--- src/rtl/bus_decoder.sv ---
// Master-side region decoder and single-outstanding transaction sequencer; m_req to m_ready takes 1 cycle (unmapped), 2+ cycles (mapped) or TIMEOUT+1 cycles (timeout).
// No backpressure on the master: a request is accepted only in IDLE, and m_req is ignored while a transaction is in flight.
module bus_decoder #(
  parameter int ADDR_W     = 32,
  parameter int REGION_LSB = 28,
  parameter int TIMEOUT    = 16
) (
  input  logic              clk,
  input  logic              rst_n,
  input  logic              m_req,
  input  logic              m_we,
  input  logic [ADDR_W-1:0] m_addr,
  output logic              m_ready,
  output logic              m_err,
  output logic [5:0]        bSel,
  output logic              s_req,
  output logic              s_we,
  input  logic [5:0]        s_ready
);

  localparam int TW = (TIMEOUT > 1) ? $clog2(TIMEOUT) : 1;

  typedef enum logic [1:0] {
    IDLE   = 2'd0,
    ACCESS = 2'd1,
    RESP   = 2'd2
  } state_t;

  state_t          state_q, state_d;
  logic [5:0]      bsel_q, bsel_d;
  logic            s_req_q, s_req_d;
  logic            s_we_q, s_we_d;
  logic            m_ready_q, m_ready_d;
  logic            m_err_q, m_err_d;
  logic [TW-1:0]   timer_q, timer_d;

  logic [3:0]      region;
  logic            mapped;
  logic            sel_rdy;
  logic            timed_out;

  // Only the region field participates in decoding; the rest of the address goes to the slaves.
  logic            unused_addr;
  assign unused_addr = ^m_addr;

  assign region    = m_addr[REGION_LSB+3:REGION_LSB];
  assign mapped    = (region < 4'd6);
  // bsel_q is one-hot in ACCESS, so this picks out only the selected slave's ready.
  assign sel_rdy   = |(s_ready & bsel_q);
  assign timed_out = (timer_q == TW'(TIMEOUT - 1));

  always_comb begin
    state_d   = state_q;
    bsel_d    = bsel_q;
    s_req_d   = s_req_q;
    s_we_d    = s_we_q;
    m_ready_d = 1'b0;
    m_err_d   = 1'b0;
    timer_d   = timer_q;

    unique case (state_q)
      IDLE: begin
        if (m_req) begin
          if (mapped) begin
            state_d = ACCESS;
            bsel_d  = 6'b000001 << region[2:0];
            s_req_d = 1'b1;
            s_we_d  = m_we;
            timer_d = '0;
          end else begin
            state_d   = RESP;
            bsel_d    = '0;
            m_ready_d = 1'b1;
            m_err_d   = 1'b1;
          end
        end
      end

      ACCESS: begin
        // Ready is checked first so a response on the final cycle still completes cleanly.
        if (sel_rdy) begin
          state_d   = RESP;
          s_req_d   = 1'b0;
          m_ready_d = 1'b1;
        end else if (timed_out) begin
          state_d   = RESP;
          s_req_d   = 1'b0;
          m_ready_d = 1'b1;
          m_err_d   = 1'b1;
        end else begin
          timer_d = timer_q + 1'b1;
        end
      end

      RESP: begin
        state_d = IDLE;
        bsel_d  = '0;
        s_req_d = 1'b0;
        s_we_d  = 1'b0;
        timer_d = '0;
      end

      default: begin
        state_d = IDLE;
        bsel_d  = '0;
        s_req_d = 1'b0;
        s_we_d  = 1'b0;
        timer_d = '0;
      end
    endcase
  end

  always_ff @(posedge clk or negedge rst_n) begin
    if (!rst_n) begin
      state_q   <= IDLE;
      bsel_q    <= '0;
      s_req_q   <= 1'b0;
      s_we_q    <= 1'b0;
      m_ready_q <= 1'b0;
      m_err_q   <= 1'b0;
      timer_q   <= '0;
    end else begin
      state_q   <= state_d;
      bsel_q    <= bsel_d;
      s_req_q   <= s_req_d;
      s_we_q    <= s_we_d;
      m_ready_q <= m_ready_d;
      m_err_q   <= m_err_d;
      timer_q   <= timer_d;
    end
  end

  assign bSel    = bsel_q;
  assign s_req   = s_req_q;
  assign s_we    = s_we_q;
  assign m_ready = m_ready_q;
  assign m_err   = m_err_q;

  a_onehot_sel: assert property (@(posedge clk) disable iff (!rst_n) $onehot0(bSel));
  a_req_has_sel: assert property (@(posedge clk) disable iff (!rst_n) s_req |-> (bSel != 6'b0));
  a_err_qualified: assert property (@(posedge clk) disable iff (!rst_n) m_err |-> m_ready);

endmodule

--- config.mk ---
export PLATFORM = sky130hd
export DESIGN_NAME = bus_decoder
export DESIGN_NICKNAME = d
export VERILOG_FILES = /design/src/rtl/bus_decoder.sv
export SDC_FILE = /design/constraint.sdc
export NUM_CORES = 1
export LEC_CHECK = 0
export ABC_CLOCK_PERIOD_IN_PS = 1300
export BUFFER_PORTS_ARGS = -buffer_cell sky130_fd_sc_hd__buf_4
export CELL_PAD_IN_SITES_DETAIL_PLACEMENT = 0
export CELL_PAD_IN_SITES_GLOBAL_PLACEMENT = 2
export CORE_UTILIZATION = 21
export CTS_BUF_LIST = sky130_fd_sc_hd__clkbuf_4 sky130_fd_sc_hd__clkbuf_8
export DETAILED_ROUTE_END_ITERATION = 10
export PLACE_DENSITY_LB_ADDON = 0.1
export SKIP_LAST_GASP = 1
export SYNTH_ARGS = -nofsm -noshare
export SYNTH_HDL_FRONTEND = slang
export SYNTH_SLANG_ARGS = --single-unit
--- constraint.sdc ---
create_clock -name clk -period 1.3 [get_ports clk]
set_input_delay 0.065 -clock clk [delete_from_list [all_inputs] [get_ports clk]]
set_output_delay 0.065 -clock clk [all_outputs]
set_load 0.01 [all_outputs]
==> impl_results.md <==
- Largest net degree at the start of global routing: 17
- CTS tree: done
- Chip width: 64.3 µm
- Worst setup endpoint: timer_q[3]$_DFFE_PN0P_
- Diode count: 0
- Mapped Avg Cell Area: 10.6 µm²
- Startpoint Class: flop
- Final Hold Viols: 0
- IO Count: 52
- Placed cell area: 1240 µm²
- DRC viols: 0
- Final core utilization: 38.4%
- Final setup fails: 3
- Drt first pass iters: 4
- Pleak: 0.686 nW
- Vert. Die Dim: 64.3 µm
- Fin Hold WS: a little over 0.03 ns
- CP arrival: 1.55 ns
- Crit-path cells: a22oi_2, nand3_4, or4_4, nand3_2
- CP Launch Point: bSel[0]$_DFFE_PN0P_
- Starting Density: 22.1%
- DR vias: around 840
- CTS clk-pin slew, worst paths: 0.07 ns
- Failing checks: setup timing
- Fmax: ~0.74 GHz
- P per Cell Area: approximately 1600 nW/µm²
- Max Root-Sink Buffers: 2
- Vias in the first global route: approximately 860
- Hold Path Class: in2reg
- H-Tree Depth: 1
- TNS Setup: -0.112 ns
- Root buffer cell: clkbuf_8
- Non-filler cells, final: 180
- First-pass GRT wire length: a little under 4000 µm
- Outcome: complete, but fails checks
- Number of cells on the critical path: 4
- Syn_nets: 120
- Grt total ovfl: 0
- FILL cells: 390
- Register area share after synthesis: 49.2%
- Worst setup margin: -0.0556 ns
- Final min period: 1.36 ns
- Distinct cell type count after synthesis: 31
- Reg2reg setup slack: -0.06 ns
- Worst stage delay on the critical path: 0.44 ns
- Worst Path Required: 1.49 ns
- Via density: between 4 and 5
- Met3 Use GR: roughly 3%
- Fin area: 1420 µm²
- Grt met2 use: 19.5%
- Worst reg2reg endpoint: timer_q[3]$_DFFE_PN0P_
- Commonest non-fill, non-tap cell in the layout: buf_4
- Area of the multi-input gates: 485 µm²
- Clk_skew: 0.00237 ns
- Routed WL: roughly 2400 µm
- DP HPWL: 1820 µm
- Gate Count Post-Synth: 77
- Worst-Skew Late Latency: 0.25 ns
- Max_cap viols: 0
- Slew margin rel.: 70.8%
- Most frequent cells in the layout: buf_4, dfrtp_1, nand2_1, a21oi_1, nand3_1
- Nets: 176
- CORE AREA: 3690 µm²
- Reg area: roughly 400 µm²
- Mapped Area: approximately 800 µm²
- Crit-path slowest cell: or4_4
- Total track usage: 12.7%
- Critical Path Fanout Max: 5
- Unrepaired setup endpoints after global routing: true
- Crit. End Element: flop
- Part of the cycle the worst path needs: 104%
- Most used routing layer: met2
- DR iter-0 viols: 49
- CP top delay family: simple AND/OR/NAND/NOR gates
- WS Path Type: reg2reg
- Worst R2R Start: bSel[0]$_DFFE_PN0P_
- Die Footprint: 4130 µm²
- Initial antenna violation count: 0
- Synthesis-to-layout area growth: 74.0%
- Slew Limit Fails: 0
- Synth Register Bits: 16
- WL per Instance: 13.3 µm
- VDD IR-drop max: 0.390 mV
- Synth warn: 0
- Placed insts: 171
- Routability Congestion: 0.789
- Worst reg2reg path depth: 4
- WP buf/inv: 0
- Num CTS Buffers: 3
- Antenna Violating Nets Remaining: 0
- Clk sinks: 16
- Port bufs: 23
- Rows: 22
- GRT met1 Usage: 16.7%
- Slew @ Worst Pin: 0.437 ns
- Layout cells sized above 1: about 57%
==> layer usage <==
layer,up-vias,share of wire [%],routed length [µm]
met3,2,3.4,80
met1,407,47,1110
met4,0,0.75,18
li1,409,-,-
met2,18,49,1180
met5,-,0,0
==> cells by family after synthesis <==
family,after synthesis,share of synthesized area [%]
flops,16,49.2
simple gates,27,18.7
compound gates,28,28.1
buf+inv,5,2.46
fa+ha+maj,1,1.54
==> stage by stage <==
stage	setup slack (ns)	total power, mW
6_report	-0.0556	2.21
5_1_grt	-0.108	2.36
3_3_place_gp	-0.0568	1.58
4_1_cts	-0.0712	2.14
2_1_floorplan	-0.0110	1.09
3_5_place_dp	-0.0825	1.58
==> cells in the mapped netlist (all sizes together) <==
| library cell | instances | share of area, % |
|---|---|---|
| a211oi | 2 | 2.5 |
| a21o | 1 | 0.92 |
| a21oi | 5 | 3.1 |
| a22o | 2 | 2.2 |
| a22oi | 3 | 5.7 |
| a311oi | 1 | 1.1 |
| a31oi | 2 | 1.5 |
| a32o | 3 | 3.7 |
| and3 | 2 | 1.7 |
| buf | 1 | 0.61 |
| dfrtp | 16 | 49 |
| ha | 1 | 1.5 |
| inv | 4 | 1.8 |
| nand2 | 6 | 2.8 |
| nand2b | 2 | 1.5 |
| nand3 | 7 | 4.9 |
| nand4 | 1 | 0.77 |
| nor2 | 4 | 1.8 |
| nor2b | 2 | 1.5 |
| nor3 | 1 | 1.2 |
| nor4 | 1 | 1.5 |
| o211ai | 1 | 0.92 |
| o21ai | 4 | 2.5 |
| o21bai | 1 | 0.92 |
| o311ai | 1 | 1.1 |
| o41ai | 2 | 2.2 |
| or4 | 1 | 0.92 |
==> state kept, by name, indices dropped and copies added (netlist names) <==
signal / flops
bSel: 6
m_err: 1
m_ready: 1
s_req: 1
s_we: 1
state_q: 2
timer_q: 4
==> worst min path at each step <==
stage	startpoint	end	cells after the start
final	m_addr[28]	bSel[4]$_DFFE_PN0P_	2
after global routing	m_addr[28]	bSel[4]$_DFFE_PN0P_	2
after CTS	m_addr[28]	bSel[4]$_DFFE_PN0P_	2
after detailed placement	rst_n	timer_q[1]$_DFFE_PN0P_	1
after global placement	rst_n	timer_q[0]$_DFFE_PN0P_	1
after floorplan	rst_n	bSel[0]$_DFFE_PN0P_	0
==> power breakdown <==
| part | switching (mW) | total [mW] | internal [mW] |
|---|---|---|---|
| combinational | 0.475 | 1.04 | 0.560 |
| sequential | 0.102 | 0.716 | 0.615 |
| clock | 0.192 | 0.461 | 0.269 |
| total | 0.769 | 2.21 | 1.44 |
==> cell type report <==
| type | instances | area share (%) |
|---|---|---|
| inverter | 4 | 1.06 |
| timing repair buffer | 52 | 28.2 |
| tap | 48 | 4.24 |
| clock buffer | 4 | 3.88 |
| multi-input combinational | 56 | 34.2 |
| sequential | 16 | 28.3 |
==> timing repair <==
item                                   4_1_cts  5_1_grt
endpoints found under the hold margin       16        0
resized for setup                            9       10
pin swaps                                    5        9
setup endpoints to repair                    7       12
hold buffers                                 1        0
setup buffers                                3        1
(Power assumes the default switching activity.)
